### src/rtl/exec_wbsel_pkg.sv
// Shared definitions for the execute-stage write-back selector:
// FSM states, result-source select codes and the multiply op code.
package exec_wbsel_pkg;

  typedef enum logic [1:0] {
    ST_EMPTY   = 2'd0,
    ST_FULL    = 2'd1,
    ST_DIVWAIT = 2'd2
  } state_e;

  localparam logic [2:0] SEL_ALU = 3'd0;
  localparam logic [2:0] SEL_ADJ = 3'd1;
  localparam logic [2:0] SEL_SHF = 3'd2;
  localparam logic [2:0] SEL_MUL = 3'd3;
  localparam logic [2:0] SEL_DIV = 3'd4;
  localparam logic [2:0] SEL_IN  = 3'd5;
  localparam logic [2:0] SEL_EA  = 3'd6;
  localparam logic [2:0] SEL_CBW = 3'd7;

  localparam logic [2:0] MULOP_CODE = 3'd4;

endpackage

### src/rtl/exec_wbsel_flags.sv
// Combinational result flags: zero/sign per byte or word width, even parity
// of the low byte, and the multiply overflow flag.
module exec_wbsel_flags #(
  parameter int unsigned W = 16
) (
  input  logic [W-1:0] res_i,
  input  logic         bw_i,
  input  logic         sgn_i,
  input  logic         mul_i,
  input  logic [W-1:0] mul_lo_i,
  input  logic [W-1:0] mul_hi_i,
  output logic         zero_o,
  output logic         sign_o,
  output logic         parity_o,
  output logic         mulf_o
);

  logic byte_ovf;
  logic word_ovf;
  logic unused_lo;

  assign zero_o   = bw_i ? (res_i == '0) : (res_i[7:0] == 8'h00);
  assign sign_o   = bw_i ? res_i[W-1] : res_i[7];
  assign parity_o = ~^res_i[7:0];

  // Overflow means the product does not fit back into the destination width.
  assign byte_ovf = sgn_i ? (mul_lo_i[15:8] != {8{mul_lo_i[7]}})
                          : (mul_lo_i[15:8] != 8'h00);
  assign word_ovf = sgn_i ? (mul_hi_i != {W{mul_lo_i[W-1]}})
                          : (mul_hi_i != '0);

  assign mulf_o    = mul_i & (bw_i ? word_ovf : byte_ovf);
  assign unused_lo = ^mul_lo_i;

endmodule

### src/rtl/exec_wbsel.sv
// Execute-stage write-back selector: picks one result source per op, registers
// it with its flags, and parks divide ops until the divider reports done.
module exec_wbsel
  import exec_wbsel_pkg::*;
#(
  parameter int unsigned W      = 16,
  parameter logic [2:0]  MULOP  = MULOP_CODE,
  parameter logic [2:0]  DIVSEL = SEL_DIV
) (
  input  logic         iClk,
  input  logic         iReset,
  input  logic         iValid,
  output logic         oReady,
  input  logic [2:0]   iExec,
  input  logic [3:0]   iFunc,
  input  logic         iBW,
  input  logic         iSgn,
  input  logic [2:0]   iSel,
  input  logic [W-1:0] iAlu,
  input  logic [W-1:0] iAdj,
  input  logic [W-1:0] iShf,
  input  logic [W-1:0] iMulLo,
  input  logic [W-1:0] iMulHi,
  input  logic [W-1:0] iIn,
  input  logic [W-1:0] iEA,
  input  logic [W-1:0] iCbw,
  input  logic [W-1:0] iDiv,
  input  logic         iDivDone,
  output logic         oValid,
  input  logic         iReady,
  output logic [W-1:0] oRes,
  output logic         oZero,
  output logic         oSign,
  output logic         oParity,
  output logic         oMulF
);

  state_e       state_q, state_d;
  logic [W-1:0] res_q, res_d;
  logic [W-1:0] hold_q, hold_d;
  logic         zero_q, zero_d, sign_q, sign_d, par_q, par_d, mulf_q, mulf_d;
  logic         bw_q, bw_d;

  logic [W-1:0] cand_res;
  logic         accept, is_div, div_done, load, flag_bw;
  logic         f_zero, f_sign, f_par, f_mulf;
  logic         unused_func;

  assign oReady   = ~iReset & ((state_q == ST_EMPTY) | ((state_q == ST_FULL) & iReady));
  assign oValid   = (state_q == ST_FULL);
  assign accept   = iValid & oReady;
  assign is_div   = (iSel == DIVSEL);
  assign div_done = (state_q == ST_DIVWAIT) & iDivDone;
  assign load     = (accept & ~is_div) | div_done;
  // A finishing divide uses the width captured when the divide was accepted.
  assign flag_bw  = div_done ? bw_q : iBW;

  always_comb begin
    cand_res = '0;
    if (div_done) begin
      cand_res = iDiv;
    end else begin
      case (iSel)
        SEL_ALU: cand_res = iAlu;
        SEL_ADJ: cand_res = iAdj;
        SEL_SHF: cand_res = iShf;
        SEL_MUL: cand_res = iFunc[0] ? hold_q : iMulLo;
        SEL_IN:  cand_res = iIn;
        SEL_EA:  cand_res = iEA;
        SEL_CBW: cand_res = iCbw;
        default: cand_res = '0;
      endcase
    end
  end

  exec_wbsel_flags #(.W(W)) u_flags (
    .res_i    (cand_res),
    .bw_i     (flag_bw),
    .sgn_i    (iSgn),
    .mul_i    (accept & (iExec == MULOP)),
    .mul_lo_i (iMulLo),
    .mul_hi_i (iMulHi),
    .zero_o   (f_zero),
    .sign_o   (f_sign),
    .parity_o (f_par),
    .mulf_o   (f_mulf)
  );

  always_comb begin
    state_d = state_q;
    res_d   = res_q;
    zero_d  = zero_q;
    sign_d  = sign_q;
    par_d   = par_q;
    mulf_d  = mulf_q;
    hold_d  = hold_q;
    bw_d    = bw_q;

    case (state_q)
      ST_EMPTY:   if (accept) state_d = is_div ? ST_DIVWAIT : ST_FULL;
      ST_FULL:    if (iReady) state_d = accept ? (is_div ? ST_DIVWAIT : ST_FULL) : ST_EMPTY;
      ST_DIVWAIT: if (iDivDone) state_d = ST_FULL;
      default:    state_d = ST_EMPTY;
    endcase

    if (load) begin
      res_d  = cand_res;
      zero_d = f_zero;
      sign_d = f_sign;
      par_d  = f_par;
      mulf_d = f_mulf;
    end
    if (accept) bw_d = iBW;
    if (accept && (iExec == MULOP) && !iFunc[0]) hold_d = iMulHi;
  end

  always_ff @(posedge iClk) begin
    if (iReset) begin
      state_q <= ST_EMPTY;
      res_q   <= '0;
      zero_q  <= 1'b0;
      sign_q  <= 1'b0;
      par_q   <= 1'b0;
      mulf_q  <= 1'b0;
      hold_q  <= '0;
      bw_q    <= 1'b0;
    end else begin
      state_q <= state_d;
      res_q   <= res_d;
      zero_q  <= zero_d;
      sign_q  <= sign_d;
      par_q   <= par_d;
      mulf_q  <= mulf_d;
      hold_q  <= hold_d;
      bw_q    <= bw_d;
    end
  end

  assign oRes        = res_q;
  assign oZero       = zero_q;
  assign oSign       = sign_q;
  assign oParity     = par_q;
  assign oMulF       = mulf_q;
  assign unused_func = ^iFunc[3:1];

endmodule
### config.mk
export PLATFORM = sky130hd
export DESIGN_NAME = exec_wbsel
export DESIGN_NICKNAME = d
export VERILOG_FILES = /design/src/rtl/exec_wbsel_pkg.sv /design/src/rtl/exec_wbsel_flags.sv /design/src/rtl/exec_wbsel.sv
export SDC_FILE = /design/constraint.sdc
export NUM_CORES = 1
export LEC_CHECK = 0
export CAP_MARGIN = 5
export CORE_ASPECT_RATIO = 1.75
export CORE_MARGIN = 4
export CORE_UTILIZATION = 42
export DETAILED_ROUTE_END_ITERATION = 8
export PLACE_DENSITY = 0.87
export RECOVER_POWER = 50
export SLEW_MARGIN = 10
export SYNTH_ARGS = -nofsm -noshare
export SYNTH_HDL_FRONTEND = slang
export SYNTH_SLANG_ARGS = --single-unit
### constraint.sdc
create_clock -name iClk -period 4 [get_ports iClk]
set_clock_uncertainty 0.15 [all_clocks]
set_input_delay 0.6 -clock iClk [delete_from_list [all_inputs] [get_ports iClk]]
set_output_delay 0.6 -clock iClk [all_outputs]
set_load 0.02 [all_outputs]
== After elaboration in Yosys (flattened, before gate mapping) ==
Index checks and enable logic that the tools add are counted.

* Register bits: 39
* Logic and storage cells: 60
* Bits of input ports: 161
* Output and inout port bits: 22

* Eq/ne operators: 15
* Bitwise logic cells: 11
* Mux-type cells: 15
* Reduce and logical (&&, ||, !) cells: 11

{| class="wikitable"
|+ Operators with widths
! cell !! number
|-
| one-hot mux 16 bit (7 select lines) || 1
|-
| two-way mux 16 bit || 2
|-
| logical NOT 16 bit || 1
|-
| inequality test 16 bit || 1
|-
| nonzero test 16 bit || 1
|-
| == test 3 bit, second input constant || 5
|-
| two-way mux 2 bit || 5
|-
| logical NOT 8 bit || 1
|-
| inequality test 8 bit || 1
|-
| nonzero test 8 bit || 1
|-
| XNOR reduction 8 bit || 1
|-
| bitwise AND 1 bit || 7
|-
| == test 3 x 2 -> 1 bit, second input constant || 2
|-
| two-way mux 1 bit || 6
|-
| one-hot mux 2 bit (3 select lines) || 1
|-
| inequality test 2 bit, second input constant || 2
|-
| == test 3 x 1 -> 1 bit, second input constant || 1
|-
| logical NOT 3 bit || 1
|-
| AND reduction 3 bit || 1
|-
| == test 2 x 1 -> 1 bit, second input constant || 1
|-
| == test 2 bit, second input constant || 1
|-
| logical AND 1 bit || 2
|-
| logical NOT 2 bit || 1
|-
| inequality test 2 x 1 -> 1 bit, second input constant || 1
|-
| 3 further kinds || 5
|}

== Longest topological paths before layout ==
Gate-level depths: netlist of the first run.

* Word-level depth: 8
* Mapped depth: 14
* Depth with buffers taken out: 11

== By module ==
A second synthesis of the first run with hierarchy kept.

* Cell total of the unflattened synthesis: 429
* Area total of the unflattened synthesis: 3,464.6 um2

{| class="wikitable"
|+ By module, submodules not included
! module !! area each (um2) !! times used !! cells an instance !! sequential area each (um2)
|-
| exec_wbsel || 3,184.3 || 1 || 383 || 780.7
|-
| exec_wbsel_flags || 280.3 || 1 || 46 || 0.0
|}

== Least setup slack after synthesis of the first run ==
No wires, ideal clock.

* Path kind: input-to-reg
* From: input port iFunc[0]
* To: register zero_q, in the netlist oZero
* Required time: 3.781 ns
* Buffers on the path: 1
* Library setup time: 0.069 ns
* Data arrival time: 2.712 ns
* Stages: 11
* Slack: 1.069 ns
* Path through: buf_6 mux2_2 mux4_2 o211ai_1 a21boi_0 ha_1 and4_1 nand2_1 a211oi_1 nand4bb_1 o21ai_1

* Cells in the longest elaborated chain, start to end: 5
* Elaborated cells on any way between the ends: 6
* Classes of those cells: mux (4); reduce/logical (2)

{| class="wikitable"
|+ Ends and longest elaborated chain
! what !! RTL line !! RTL
|-
| start: declaration || exec_wbsel.sv:15 || <nowiki>input logic [3:0] iFunc,</nowiki>
|-
| two-way mux 16 bit * || exec_wbsel.sv:67 || <nowiki>SEL_MUL: cand_res = iFunc[0] ? hold_q : iMulLo;</nowiki>
|-
| one-hot mux 16 bit (7 select lines) * || exec_wbsel.sv:63 || <nowiki>case (iSel)</nowiki>
|-
| two-way mux 16 bit * || exec_wbsel.sv:60 || <nowiki>if (div_done) begin</nowiki>
|-
| logical NOT 16 bit / logical NOT 8 bit (equally long branches) || exec_wbsel_flags.sv:22 || <nowiki>assign zero_o = bw_i ? (res_i == '0) : (res_i[7:0] == 8'h00);</nowiki>
|-
| two-way mux 1 bit * || exec_wbsel_flags.sv:22 ||
|-
| end signal: assignment || exec_wbsel.sv:130 || <nowiki>zero_q <= zero_d;</nowiki>
|-
| end: declaration || exec_wbsel.sv:41 || <nowiki>logic zero_q, zero_d, sign_q, sign_d, par_q, par_d, mulf_q, mulf_d;</nowiki>
|}

Mark *: on every way between the ends. The rest lies on a longest branch, timed or not.
A chain may end at the register's enable or synchronous reset.

== Final worst setup path of the first run ==
Ends and elaborated chain as after synthesis.

==> results of run 1 <==
==> power groups by stage <==
stage | registers (W) | clock network [W] | logic [W]
after floorplan | 0.000438 | 0 | 0.000203
after global placement | 0.000422 | 0 | 0.000454
after detailed placement | 0.000423 | 0 | 0.000463
after CTS | 0.000414 | 0.000462 | 0.000466
after global routing | 0.000415 | 0.000476 | 0.000490
final | 0.000413 | 0.000460 | 0.000461
==> flip-flops by register name, summed over array words and instances, names as in the netlist <==
register,cells
oParity,1
oMulF,1
hold_q,16
oRes,16
oSign,1
state_q,2
bw_q,1
oZero,1
==> kinds of logic after synthesis <==
kind of cell	synth area share [%]
AO/OA/AOI/OAI	21.9
XOR/XNOR	0.816
adder cells (fa/ha/maj)	1.55
buffers and inverters	7.89
flip-flops	24.2
multiplexers	24.2
AND/OR/NAND/NOR	19.3
==> per-stage QoR <==
stage	worst slack [ns]	cells	hold slack [ns]	util [%]	total power [W]
CTS	0.525	634	0.305	69.0	0.00134
global route	0.333	635	0.322	68.9	0.00138
global placement	0.308	626	0.293	66.7	0.000876
floorplan	1.07	376	0.282	-	0.000641
finish	0.487	635	0.304	68.9	0.00133
detailed placement	0.232	626	0.298	66.7	0.000885
==> placed cells by master, fill, tap and decap left out, types with 5 or more instances in the layout <==
cell type,count
dfxtp_1,39
nor3_1,9
mux4_2,6
mux2i_1,40
nor2_1,48
buf_4,11
nand2_1,23
o21ai_0,19
or4_1,5
nand4_1,6
mux2_2,19
a21oi_1,28
nand2b_1,5
a211oi_1,17
clkdlybuf4s50_1,155
dlygate4sd3_1,23
a221oi_1,5
clkbuf_16,5
==> area by class of cell <==
| class | count | area, sq um | share of cell area, % |
|---|---|---|---|
| multi-input cells | 301 | 2190 | 42.2 |
| inverters | 4 | 15.0 | 0.290 |
| flip-flops and latches | 39 | 781 | 15.1 |
| clock buffers | 5 | 125 | 2.42 |
| repair buffers | 194 | 1920 | 37.0 |
| clock inverters | 3 | 43.8 | 0.845 |
| diodes | 1 | 2.50 | 0.0483 |
| well taps | 88 | 110 | 2.13 |
==> per-layer routing <==
metal | up-vias | track usage (%) | part of all wire, %
met1 | 1748 | 28.4 | 34
met4 | 0 | 16.1 | 6.1
met2 | 202 | 50.7 | 54
met3 | 48 | 3.39 | 6.0
li1 | 1762 | - | -
met5 | - | 0 | 0
==> cells in the mapped netlist (all sizes together), types with 4 or more instances <==
master / number / area share, %
inv: 4 / 0.47
a221oi: 5 / 1.4
nand3: 4 / 0.62
mux2: 21 / 7.6
o21ai: 20 / 3.1
buf: 19 / 5.8
mux4: 6 / 4.2
a211oi: 17 / 4.0
a31oi: 4 / 0.78
nand2: 23 / 2.7
a21oi: 28 / 4.4
dfxtp: 39 / 24
clkbuf: 13 / 1.6
nor2: 49 / 5.9
nand2b: 5 / 0.97
nor3: 10 / 1.9
ha: 4 / 1.6
nand4: 6 / 1.2
or4: 5 / 1.2
mux2i: 40 / 12
==> worst min-delay path, delay by kind of cell (launching register included) <==
family / cells / cell delay [ns]
AO/OA/AOI/OAI: 1 / 0.05
AND/OR/NAND/NOR: 1 / 0.05
flip-flops: 1 / 0.31
==> final timing paths <==
check | to | slack [ns]
max | oZero | 0.49
min | oRes[10] | 0.30
max reg2reg | oZero | 1.17
min reg2reg | oRes[10] | 0.30
==> summary.txt, run 1 <==
CTS
  • Clock Path Buffers: 2
  • Post-cts resize count: 0
  • Post-cts hold buffer count: 0
  • Number of buffers created by CTS: 5
  • CTS tree: built
  • Worst skew pair latency: 0.28 ns
  • Setup Fix Bufs, Post-CTS: 0
  • Reg clk slew, reported paths: 0.06 ns
  • Clk sinks: 39
  • Root buf cell: clkbuf_16
  • # H-tree levels: 2

Detailed routing
  • Routed vias: 3,760
  • Drt pass-1 iters: 5
  • Antenna-violating nets left: 0
  • DRT Wirelength: ~13 mm
  • Vias per cell: 5.92
  • # DRC: 0
  • WL/cell: 20.2 microns
  • Number of DRC markers in iteration 0: about 310

Layout
  • Layout cell share with drive strength beyond 1: 10.4%
  • Post-layout instance area: between 5000 and 6000 sq um
  • Fill cell instance count of the final layout: approximately 620
  • Layout area overhead: 60.8%
  • Final-stage net count: 710

Pwr
  • Combinational fraction of design power: 34.5%
  • Leakage power: 1.98 nW
  • Net Sw Frac: 27.8%
  • VDD IR max: 173 uV
  • Cell Int Power: slightly below 0.001 W
  • Net switching power: 0.000371 W
  • Reg power frac: 31.0%
  • Pwr Density: 258 nW/um^2
  • Clock share of power: between 30 and 40%

Timing
  • Pins Over Slew Limit: 38
  • Slew headroom: -18.2%
  • RSZ-0062 raised after global routing: no
  • Hold Vio Cnt, Final: 0
  • Final setup violation count: 0
  • Fmax: 0.285 GHz
  • Measured slew at the worst slew-check pin: about 1.8 ns
  • Setup TNS: 0 ns
  • Crit path time final: 3.51 ns
  • Final period util: a little under 90%

Critical path
  • Cell count along the critical path: 12
  • R2R Path Start: hold_q[6]
  • Crit Path Max Fanout: 5
  • FF-to-FF path depth: 10
  • CP startpoint: iFunc[0]
  • Startpoint types: input pin
  • Worst Setup End Kind: register
  • Crit path buf inv count: 2
  • Critical path class: input pin to register
  • Slowest CP cell: clkdlybuf4s50_1
  • Worst EP required: 4.07 ns
  • Worst Path Arrival: 3.58 ns
  • Worst path cell trace: clkdlybuf4s50_1, buf_4, mux2_2, mux4_2, a21oi_1, a21o_1, ha_1, and4_1, nand2_1, a211oi_1, nand4bb_1, o21ai_1
  • Crit path max-delay family: compound AO/OA/AOI/OAI gates
  • Slowest stage delay, CP: 0.58 ns

Floorplan
  • Core Area: 7510 sq um
  • Die area: 9190 sq um
  • Starting density of the core: a little over two fifths
  • Cell row count: 42
  • # IOs: ~180
  • Die Span Y: 124 microns
  • Die width: approximately 74 microns

Global routing
  • Largest net degree at the start of global routing: 38
  • Initial antenna violation count: 1
  • Total Routing Usage GR: roughly 27%
  • Vias in the first global route: 4,031
  • First-pass GRT wire length: about 19 mm
  • Remaining Overflow, GRT: 0

Status
  • Failing checks: max-capacitance violations, max-slew violations
  • Status: complete, but fails checks

Worst hold path
  • Worst hold path class: register to register
  • Hold Crit Start: oRes[10]
  • Hold depth: 2

Synth
  • Ys async rst share: 0%
  • Ys Warns: 0
  • Post-synth EDFFs: 0
  • Yosys reg bits: 39
  • Ys flop type: dfxtp_1
  • Cells after Synth: 376
  • Yosys cell types: 60
  • Net Count, Synth: 541
  • Post-Syn Area: between 3000 and 4000 sq um
  • Sequential element share of the synthesized area: 24.2%
  • Avg Inst Size Synth: 8.57 sq um

Place
  • Routability cong.: 0.954
  • Post-DP HPWL: 10.7 mm
  • IO buf count: 179
  • Dpl cell area: 5020 sq um

Job
  • Max-cap viol count: 1
Power figures use the tool's default switching activity.
==> inputs of run 2 (changes only) <==
--- a/config.mk
+++ b/config.mk
@@ -10,6 +10,7 @@
 export CORE_MARGIN = 4
 export CORE_UTILIZATION = 42
 export DETAILED_ROUTE_END_ITERATION = 8
+export MAX_ROUTING_LAYER = met4
 export PLACE_DENSITY = 0.87
 export RECOVER_POWER = 50
 export SLEW_MARGIN = 10
==> run 2 against run 1 <==
- the flow still finishes with violations (max-capacitance violations, max-slew violations)
- global-route usage increased by 0.69 points
- via count increased by 0.64%
- sequential cell count unchanged
- critical path depth unchanged
- die area unchanged
- setup slack improved by 0.0077 ns
- wire length increased by 0.48%
- final area decreased by 0.48%
- power decreased by 0.29%
- first-iteration DRC count decreased by 3.3%
- register-to-register slack improved by 0.07 ns
- sequential power about the same
- highest routed layer unchanged
==> summary.txt, run 2 (same netlist as run 1, synthesis figures left out) <==
Status
  • Status: complete, but fails checks (unchanged)
  • Failing checks: max-capacitance violations, max-slew violations (unchanged)

Floorplan
  • Core Area: 7510 sq um (unchanged)
  • Starting density of the core: 42.9% (unchanged)
  • Die area: 9190 sq um (unchanged)
  • Die Span Y: 124 microns (unchanged)
  • Cell row count: 42 (unchanged)
  • # IOs: 183 (unchanged)
  • Die width: 74.2 microns (unchanged)

CTS
  • Setup Fix Bufs, Post-CTS: 0 (unchanged)
  • Worst skew pair latency: 0.28 ns (about the same)
  • Post-cts hold buffer count: 0 (unchanged)
  • Number of buffers created by CTS: 5 (unchanged)
  • Reg clk slew, reported paths: 0.06 ns (about the same)
  • # H-tree levels: 2 (unchanged)
  • Root buf cell: clkbuf_16 (unchanged)
  • Post-cts resize count: 0 (unchanged)
  • Clk sinks: 39 (unchanged)
  • CTS tree: built (unchanged)
  • Clock Path Buffers: 2 (unchanged)

Global routing
  • Total Routing Usage GR: 28.1% (was 27.4%)
  • Initial antenna violation count: 0 (was 1)
  • Largest net degree at the start of global routing: 38 (unchanged)
  • Vias in the first global route: 3,894 (was 4,031)
  • First-pass GRT wire length: 19.0 mm (was 19.4 mm)
  • Remaining Overflow, GRT: 0 (unchanged)

Detailed routing
  • Number of DRC markers in iteration 0: 295 (was 305)
  • Drt pass-1 iters: 5 (unchanged)
  • Routed vias: 3,784 (was 3,760)
  • Antenna-violating nets left: 0 (unchanged)
  • WL/cell: 20.4 microns (was 20.2 microns)
  • DRT Wirelength: 12.9 mm (was 12.8 mm)
  • Vias per cell: 6.00 (was 5.92)
  • # DRC: 0 (unchanged)

Job
  • Max-cap viol count: 1 (unchanged)

Place
  • Routability cong.: 0.969 (was 0.954)
  • Place WS: 0.261 ns (was 0.232 ns)
  • Post-DP HPWL: 10.7 mm (about the same)
  • IO buf count: 179 (unchanged)

Critical path
  • Worst EP required: 4.07 ns (about the same)
  • Worst Path Arrival: 3.57 ns (was 3.58 ns)
  • Crit Path Max Fanout: 5 (unchanged)
  • Worst Setup End Kind: register (unchanged)
  • FF-to-FF path depth: 10 (unchanged)
  • Startpoint types: input pin (unchanged)
  • Critical path class: input pin to register (unchanged)

Pwr
  • Pwr Density: 258 nW/um^2 (about the same)
  • Leakage power: 1.96 nW (was 1.98 nW)
  • VDD IR max: 280 uV (was 173 uV)

Layout
  • Layout cell share with drive strength beyond 1: 9.94% (was 10.4%)
  • Fill cell instance count of the final layout: 641 (was 624)
  • Layout area overhead: 60.1% (was 60.8%)
  • Most frequent cells in the layout: clkdlybuf4s50_1, nor2_1, mux2i_1 (unchanged)
  • Final-stage net count: 707 (was 710)
  • Area of the multi-input gates: 2190 sq um (unchanged)
  • # diodes: 0 (was 1)
  • Reg area: 781 sq um (unchanged)
  • Most common cell after layout, fill and taps aside: clkdlybuf4s50_1 (unchanged)

Timing
  • Final setup violation count: 0 (unchanged)
  • Pins Over Slew Limit: 38 (unchanged)
  • Slew headroom: -18.1% (was -18.2%)
  • Crit path time final: 3.51 ns (about the same)
  • Setup TNS: 0 ns (unchanged)
  • Setup ws final: 0.495 ns (was 0.487 ns)
  • Final period util: 87.6% (was 87.8%)
  • Hold Vio Cnt, Final: 0 (unchanged)
  • Measured slew at the worst slew-check pin: 1.77 ns (about the same)
  • Fmax: 0.285 GHz (about the same)
  • RSZ-0062 raised after global routing: no (unchanged)

Worst hold path
  • Hold depth: 2 (unchanged)
  • Worst hold path class: register to register (unchanged)
==> run 2: cell count changes in the layout (fill, tap and decap cells not counted) <==
cell and change:
buf_4 -3, diode_2 -1
==> run 2: stage by stage <==
| step | total power, W | hold slack [ns] | util (%) | instance area (sq um) | std cells |
|---|---|---|---|---|---|
| after floorplan | 0.000641 | 0.282 | - | 3220 | 376 |
| after global placement | 0.000875 | 0.292 | 66.5 | 4990 | 623 |
| after detailed placement | 0.000884 | 0.305 | 66.5 | 4990 | 623 |
| after CTS | 0.00134 | 0.312 | 68.7 | 5160 | 631 |
| after global routing | 0.00137 | 0.320 | 68.6 | 5150 | 631 |
| final | 0.00133 | 0.313 | 68.6 | 5150 | 631 |
==> run 2: final cells by class <==
class                      instances  share of cell area, %
clock buffer                       5                   2.43
clock inverter                     3                  0.850
inverter                           4                  0.291
multi-input combinational        301                   42.4
sequential                        39                   15.1
tap                               88                   2.14
timing repair buffer             191                   36.7
==> run 2: path summary, 6_finish.rpt <==
kind | startpoint | end | slack, ns
min reg2reg | oRes[10] | oRes[10] | 0.31
max | iFunc[0] | oZero | 0.49
max reg2reg | hold_q[6] | oZero | 1.24
min | oRes[10] | oRes[10] | 0.31
==> run 2: routing by layer <==
metal | global-route usage, % | wire length [microns] | vias to the layer above
met3 | 3.23 | 907 | 46
met4 | 15.1 | 726 | 0
li1 | - | - | 1756
met2 | 51.7 | 6980 | 198
met5 | - | 0 | -
met1 | 27.8 | 4240 | 1784
==> run 2: where the power goes <==
part           total [W]  switching (W)  internal [W]
Combinational   0.000460       0.000197      0.000263
Sequential      0.000413     0.00000843      0.000405
Clock           0.000458       0.000163      0.000294
Total            0.00133       0.000369      0.000962
==> run 2: worst max-delay path: stages <==
cell and delay [ns]:
clkdlybuf4s50_1 0.58, buf_4 0.18, mux2_2 0.34, mux4_2 0.45
a21oi_1 0.26, a21o_1 0.16, ha_1 0.13, and4_1 0.21
nand2_1 0.07, a211oi_1 0.31, nand4bb_1 0.15, o21ai_1 0.12
==> inputs of run 3 (changes only) <==
--- a/config.mk
+++ b/config.mk
@@ -13,7 +13,6 @@
 export MAX_ROUTING_LAYER = met4
 export PLACE_DENSITY = 0.87
 export RECOVER_POWER = 50
-export SLEW_MARGIN = 10
 export SYNTH_ARGS = -nofsm -noshare
 export SYNTH_HDL_FRONTEND = slang
 export SYNTH_SLANG_ARGS = --single-unit
==> results of run 3 <==
The final DEF is identical to that of run 2; final timing and power are the same.
